$ cat src/rtl/uart_rx_oversample.sv
// rtl/uart_rx_oversample.sv - 8N1 UART receiver with 2-FF sync and 3-sample mid-bit majority vote
module uart_rx_oversample #(
   parameter int TCQ      = 1,
   parameter int CLK_FREQ = 50_000_000,
   parameter int BAUD     = 115200
) (
   input  logic       Clk,
   input  logic       Rst,
   input  logic       In_rx,
   output logic [7:0] Out_data,
   output logic       Out_data_vld,
   output logic       Out_frame_err,
   output logic       Out_busy
);

   localparam int BIT_CYCLES = (CLK_FREQ + BAUD / 2) / BAUD;
   localparam int HALF       = BIT_CYCLES / 2;
   localparam int CW         = (BIT_CYCLES > 1) ? $clog2(BIT_CYCLES) : 1;

   localparam logic [CW-1:0] C_LAST  = CW'(BIT_CYCLES - 1);
   localparam logic [CW-1:0] C_EARLY = CW'(HALF - 1);
   localparam logic [CW-1:0] C_MID   = CW'(HALF);
   localparam logic [CW-1:0] C_LATE  = CW'(HALF + 1);

   // Too few clocks per bit leaves no room for three distinct mid-bit samples
   if (BIT_CYCLES < 8) begin : g_bit_cycles_check
      $error("uart_rx_oversample: BIT_CYCLES must be >= 8");
   end
   if (TCQ < 0) begin : g_tcq_check
      $error("uart_rx_oversample: TCQ must be non-negative");
   end

   typedef enum logic [2:0] {IDLE, START, DATA, STOP, BRK} state_t;

   state_t        state, state_n;
   logic          s1, rx_s;
   logic [CW-1:0] cnt, cnt_n;
   logic [2:0]    bit_idx, bit_idx_n;
   logic [7:0]    shreg, shreg_n;
   logic [7:0]    data_n;
   logic          vld_n, err_n;
   logic          samp_a, samp_b;
   logic          maj, dec_pt, end_bit;

   assign maj     = (samp_a & samp_b) | (samp_a & rx_s) | (samp_b & rx_s);
   assign dec_pt  = (cnt == C_LATE);
   assign end_bit = (cnt == C_LAST);

   // Two-stage synchroniser for the asynchronous serial pin; idles high
   always_ff @(posedge Clk) begin
      if (Rst) begin
         s1   <= 1'b1;
         rx_s <= 1'b1;
      end else begin
         s1   <= In_rx;
         rx_s <= s1;
      end
   end

   // Capture the first two of the three mid-bit samples; the third is rx_s itself
   always_ff @(posedge Clk) begin
      if (Rst) begin
         samp_a <= 1'b1;
         samp_b <= 1'b1;
      end else begin
         if (cnt == C_EARLY) samp_a <= rx_s;
         if (cnt == C_MID)   samp_b <= rx_s;
      end
   end

   // FSM state, bit timer, shift register and registered outputs
   always_ff @(posedge Clk) begin
      if (Rst) begin
         state         <= IDLE;
         cnt           <= '0;
         bit_idx       <= '0;
         shreg         <= '0;
         Out_data      <= 8'h00;
         Out_data_vld  <= 1'b0;
         Out_frame_err <= 1'b0;
         Out_busy      <= 1'b0;
      end else begin
         state         <= state_n;
         cnt           <= cnt_n;
         bit_idx       <= bit_idx_n;
         shreg         <= shreg_n;
         Out_data      <= data_n;
         Out_data_vld  <= vld_n;
         Out_frame_err <= err_n;
         Out_busy      <= (state_n != IDLE);
      end
   end

   // Next-state logic: frame sequencing, decision handling and strobe generation
   always_comb begin
      state_n   = state;
      cnt_n     = cnt;
      bit_idx_n = bit_idx;
      shreg_n   = shreg;
      data_n    = Out_data;
      vld_n     = 1'b0;
      err_n     = 1'b0;
      case (state)
         IDLE: begin
            cnt_n = '0;
            if (!rx_s) begin
               state_n = START;
               cnt_n   = CW'(1);
            end
         end
         START: begin
            if (dec_pt && maj) begin
               state_n = IDLE;
               cnt_n   = '0;
            end else if (end_bit) begin
               state_n   = DATA;
               cnt_n     = '0;
               bit_idx_n = '0;
            end else begin
               cnt_n = cnt + CW'(1);
            end
         end
         DATA: begin
            if (dec_pt) shreg_n = {maj, shreg[7:1]};
            if (end_bit) begin
               cnt_n = '0;
               if (bit_idx == 3'd7) state_n = STOP;
               else bit_idx_n = bit_idx + 3'd1;
            end else begin
               cnt_n = cnt + CW'(1);
            end
         end
         STOP: begin
            // Leave at mid-stop so a start bit immediately following is not missed
            if (dec_pt) begin
               cnt_n = '0;
               if (maj) begin
                  data_n  = shreg;
                  vld_n   = 1'b1;
                  state_n = IDLE;
               end else begin
                  err_n   = 1'b1;
                  state_n = BRK;
               end
            end else begin
               cnt_n = cnt + CW'(1);
            end
         end
         BRK: begin
            cnt_n = '0;
            if (rx_s) state_n = IDLE;
         end
         default: begin
            state_n = IDLE;
            cnt_n   = '0;
         end
      endcase
   end

endmodule

$ cat config.mk
export PLATFORM = sky130hd
export DESIGN_NAME = uart_rx_oversample
export DESIGN_NICKNAME = d
export VERILOG_FILES = /design/src/rtl/uart_rx_oversample.sv
export SDC_FILE = /design/constraint.sdc
export NUM_CORES = 1
export LEC_CHECK = 0
export BUFFER_PORTS_ARGS = -buffer_cell sky130_fd_sc_hd__clkbuf_2
export CAP_MARGIN = 30
export CORE_MARGIN = 5
export CORE_UTILIZATION = 50
export CTS_BUF_LIST = sky130_fd_sc_hd__clkbuf_4
export CTS_CLUSTER_SIZE = 8
export DETAILED_ROUTE_END_ITERATION = 7
export PLACE_DENSITY = 0.71
export SLEW_MARGIN = 25
export SYNTH_ARGS = -nofsm -noshare
export SYNTH_HDL_FRONTEND = slang
export SYNTH_SLANG_ARGS = --single-unit
$ cat constraint.sdc
create_clock -name Clk -period 4.5 [get_ports Clk]
set_input_delay 0.45 -clock Clk [delete_from_list [all_inputs] [get_ports Clk]]
set_output_delay 0.45 -clock Clk [all_outputs]
set_load 0.01 [all_outputs]
# --- Word level (Yosys, flattened, before mapping) ---
# Index checks and enable logic that the tools add are counted.
# W data, S select, Z words.
op_classes:
  add_sub_neg: 2
  n_eq_ne: 13
  muxes: 21
  bitwise: 7
  reduce_logical: 8
ops:
  columns: ["operator", "n"]
  rows:
  - ["$mux W3", 12]
  - ["$pmux W9 S4", 1]
  - ["$eq A9 B8 Y1 const B", 3]
  - ["$mux W9", 3]
  - ["$pmux W3 S5", 1]
  - ["$add A9 B1 Y9 const B", 1]
  - ["$eq A9 B9 Y1 const B", 1]
  - ["$ne A2 B2 Y1 const B", 4]
  - ["$eq A3 B2 Y1 const B", 2]
  - ["$eq A3 B3 Y1 const B", 2]
  - ["$pmux W3 S2", 1]
  - ["$reduce_and A5 Y1", 1]
  - ["$add A3 B1 Y3 const B", 1]
  - ["$and A1 B1 Y1", 3]
  - ["$eq A3 B1 Y1 const B", 1]
  - ["$logic_not A3 Y1", 1]
  - ["$mux W1", 3]
  - ["$reduce_and A3 Y1", 1]
  - ["$reduce_bool A3 Y1", 1]
  - ["$reduce_or A3 Y1", 1]
  - ["$not A1 Y1", 2]
  - ["$or A1 B1 Y1", 2]
  - ["$reduce_and A2 Y1", 1]
  - ["$reduce_bool A2 Y1", 1]
  - ["$logic_and A1 B1 Y1", 1]
totals:
  register_bits: 38
  inputBits: 3
  output_inout_bits: 11
  wordCells: 63

# --- Longest topological paths before layout ---
logic_depth:
  ltp_word: 7
  depth_mapped: 7
  ltp_nobuf: 7

# --- Worst setup path before layout ---
# No wires, ideal clock.
synth_path:
  path_kind: "register to register"
  startpoint: "reg cnt[0]"
  endpoint: "reg cnt[0]"
  setup_ps: 127
  arrival_ps: 1591
  required_time_ps: 4373
  setup_slack_ps: 2782
  stages_incl_launch_ff: 7
  n_path_buf: 0
  synth_period_minus_slack_ps: 1718
  cell_sequence: "dfxtp_1 > ha_1 > nand4bb_4 > nor4b_4 > o22ai_1 > o21bai_2 > o22ai_2"
synth_between:
  elab_chain_len: 4
synth_rtl:
  columns: ["item", "line_no", "text"]
  rows:
  - ["start: declaration", "37", "logic [CW-1:0] cnt, cnt_n;"]
  - ["start signal: assignment", "84", "cnt <= cnt_n;"]
  - ["$add A9 B1 Y9 (tied with other cells)", "120, 130, 146", null]
  - ["$mux W9 / $logic_and A1 B1 Y1 (equally long branches)", "115, 125, 112", null]
  - ["$mux W9", "112", "if (dec_pt && maj) begin"]
  - ["$pmux W9 S4 *", "103", "case (state)"]
# Every way passes the cells marked *; elsewhere a longest branch is shown, timed or not.
# A chain may end at the register's enable or synchronous reset.

# --- Worst setup path after layout ---
layout_path:
  startpoint: "reg cnt[3]"
  endpoint: "reg Out_data[4]"
layout_between:
  elab_chain_len: 2
layout_rtl:
  columns: ["item", "line_no", "text"]
  rows:
  - ["$eq A9 B8 Y1", "46", "assign dec_pt = (cnt == C_LATE);"]
  - ["$reduce_and A3 Y1 (no source line)", null, null]
  - ["end signal: assignment", "87", "Out_data <= data_n;"]
  - ["end: declaration", "10", "output logic [7:0] Out_data,"]
# Every way passes these cells.

==> metrics.csv <==
stage,metric,value,unit
synthesis,avgSynthCellArea,9.73,sq um
synthesis,synth.distinct_cells,45,
synthesis,ys.warnings.count,0,
global_route,grt_pass1_wl,5570,microns
sta,hold_viol_final,0,
route,viasPerCell,5.26,
global_route,grt_usage,16.5,%
synthesis,yosysSeqAreaShare,46.3,%
finish,finalInstanceArea,0.00184,sq mm
route,vias,1199,
finish,n_fill_cell,288,
sta,fmax,0.452,GHz
clock_network,cts_setup_buffers,0,
floorplanning,die_area,0.00453,sq mm
worst_setup_path,startpoint_type,flop,
sta,tightest_slew,0.666,ns
floorplanning,fp.dieW,67.3,microns
place,placed_area,0.00174,sq mm
worst_setup_path,path_class,flop to flop,
sta,fin_skew,0.0120,ns
clock_network,cts_tree,built,
route,top_layer_used,met4,
route,dr_wl_met2,1360,microns
floorplanning,fp-row-count,20,
worst_setup_path,timing.rr.start,cnt[3],
route,drt_drc_violations_left,0,
sta,worst_slack,2.29,ns
worst_setup_path,worstPathMaxFanout,13,
route,wire_per_inst,13.0,microns
worst_setup_path,ff2ff_path_depth,5,
global_route,antenna_found_initial,0,
finish,final-instance-count-excl-fill,228,
synthesis,syn-num-nets,178,
route,ant_nets,0,
place,portBuffers,13,
place,dp_hpwl,2170,microns
route,drt_first_iter_violations,56,
global_route,grt_max_degree,28,
floorplanning,die_h,67.3,microns
synthesis,synthTopCellsByArea,"dfxtp_1 (46%), mux2i_1 (6.1%), nor2_1 (5.3%)",
sta,slew_headroom,55.4,%
route,firstDrtPassIters,4,
route,wirelength_met1,1410,microns
clock_network,clock_path_buffers,2,
worst_hold_path,min_to,s1,
route,wl_met3,121,microns
worst_hold_path,min_path_cells,2,
synthesis,syn-cell-area,0.00164,sq mm
clock_network,clk_latency,0.35,ns
power,finalPower,648,uW
sta,min_period,2.21,ns
route,drt-total-wl,2960,microns
worst_setup_path,worstPathRequired,4.74,ns
finish,seq_area,761,sq um
place,dpl.cell_count,220,
sta,drv_slew,0,
clock_network,ctsHtreeMaxLevel,2,
clock_network,cts_resized,0,
finish,synthToLayoutAreaGrowth,12.1,%
worst_hold_path,hold_path_class,input pin to flop,
clock_network,clk_pin_slew,0.12,ns
sta,fin_crit_sh,49.2,%
clock_network,cts.sinks,38,
place,dpl_worst_slack,2.31,ns
floorplanning,core,0.00310,sq mm
worst_hold_path,hold_start,In_rx,
worst_setup_path,arrival,2.45,ns
synthesis,synth.largest_area_cell,dfxtp_1,
worst_setup_path,worstSetupEndpointType,flop,
power,leakagePower,0.750,nW
floorplanning,start_util,53.0,%
clock_network,cts_made_buffers,5,
power,ir_worst_vdd,225,uV
clock_network,cts_hold_buf,0,
sta,tns,0,ns
worst_setup_path,r2r_setup_slack,2.29,ns
synthesis,synth_top_area_share,46.3,%
sta,setup_viol,0,
finish,multiInputGateArea,837,sq um
floorplanning,io_pins,14,
global_route,gr-total-overflow,0,
global_route,grt_pass1_vias,1216,
power,powerDensity,352,mW/mm^2
place,place.gp.congestion,0.746,
sta,grt_setup_unrepaired,no,
flow_run,max-cap-violations,0,
finish,drive_gt1_share,18.5,%
synthesis,ys_ff_latch,38,
finish,diodes,0,
outcome,outcome,completed,
worst_setup_path,reg2reg_to,Out_data[4],
clock_network,root_buffer,clkbuf_4,
finish,fin_nets,192,
synthesis,synthCells,169,
## worst max path at each step
stage	slack, ns	start	depth (start not counted)	endpoint
floorplan	2.78	cnt[0]	6	cnt[0]
global placement	2.41	cnt[3]	5	Out_data[2]
detailed placement	2.31	cnt[3]	5	Out_data[4]
CTS	2.30	cnt[3]	5	Out_data[4]
global route	2.01	cnt[3]	5	Out_data[4]
finish	2.29	cnt[3]	5	Out_data[4]
## flip-flops by register name, indices dropped and copies added, names as in the netlist
signal / flops
Out_data_vld: 1
Out_frame_err: 1
state: 3
samp_a: 1
Out_data: 8
samp_b: 1
shreg: 8
bit_idx: 3
cnt: 9
s1: 1
Out_busy: 1
rx_s: 1
## routing by layer
| layer | global-route usage (%) | up-vias |
|---|---|---|
| met4 | 7.59 | 0 |
| met3 | 6.16 | 8 |
| met2 | 26.3 | 20 |
| met1 | 19.8 | 557 |
| li1 | - | 614 |
| met5 | 0 | - |
## synth_stat cells
cell type   n
nand3b_1    2
a21o_1      1
and4b_1     1
a41o_1      1
or3b_1      1
o221ai_1    1
nor2_1     23
a31oi_1     1
dfxtp_1    38
ha_1        6
o22ai_2     1
or4_1       1
o22ai_1     1
nand2_2     1
inv_1       5
a21oi_1     8
a22o_1      2
and2_1      1
nand3_1    11
nor2_2      1
a21boi_0    1
o21ai_0     2
a311o_1     1
nor3b_1     3
nand2b_1    5
nand4bb_4   1
a21oi_2     1
nor3_1      1
xnor2_1     4
xor2_1      3
nand2_1    10
o21bai_2    1
mux2i_1    10
clkbuf_1    3
or3_1       1
maj3_1      1
buf_2       2
and3_2      1
a211o_1     1
a21boi_2    1
buf_6       1
and3_1      3
nor4b_4     1
a311oi_1    1
or2_2       3
## layout make-up
class                      instances  area share (%)
clock inverter                     3            3.73
inverter                           5            1.02
tap                               44            2.99
multi-input combinational        120            45.4
sequential                        38            41.3
timing repair buffer              13            3.53
clock buffer                       5            2.04
## cells by family (layout without fill, tap and decap cells)
kind of cell	count (synthesis)	in the layout	share of synthesized area (%)
and+or+nand+nor	71	71	24.4
DFF	38	38	46.3
AOI/OAI and AO/OA	25	25	11.3
buffers and inverters	11	26	3.12
muxes	10	10	6.09
adders and majority gates	7	7	5.17
xor gates and xnor gates	7	7	3.73
## worst max-delay path, cell delays in order (launching register included)
cell     delay [ns]
dfxtp_1        0.43
nor3b_1        0.30
and3_1         0.49
nand3_1        0.51
mux2i_1        0.32
nor2_1         0.05
## through the flow
step | hold slack, ns | util [%]
floorplan | 0.389 | -
global placement | 0.398 | 55.8
detailed placement | 0.398 | 56.0
CTS | 0.271 | 59.4
global route | 0.275 | 59.4
finish | 0.284 | 59.4
## cells in the final DEF (no fill, tap or decap), types with 2 or more instances in the layout
master     synthesis  layout
bufinv_16          0       2
and3_1             3       3
nand3b_1           2       2
inv_1              5       5
nand3_1           11      11
a21oi_1            8       8
clkbuf_4           0       5
nand2b_1           5       5
ha_1               6       6
or2_2              3       3
xor2_1             3       3
nor2_1            23      23
a22o_1             2       2
nor3b_1            3       2
nand2_1           10      10
mux2i_1           10      10
dfxtp_1           38      38
xnor2_1            4       4
clkbuf_2           0      13
o21ai_0            2       2
## where the power goes
part           internal [mW]  switching (mW)  leakage, nW
Clock                  0.174           0.117       0.0554
Combinational        0.00605          0.0100        0.388
Sequential             0.339         0.00241        0.307
Power figures use the tool's default switching activity.
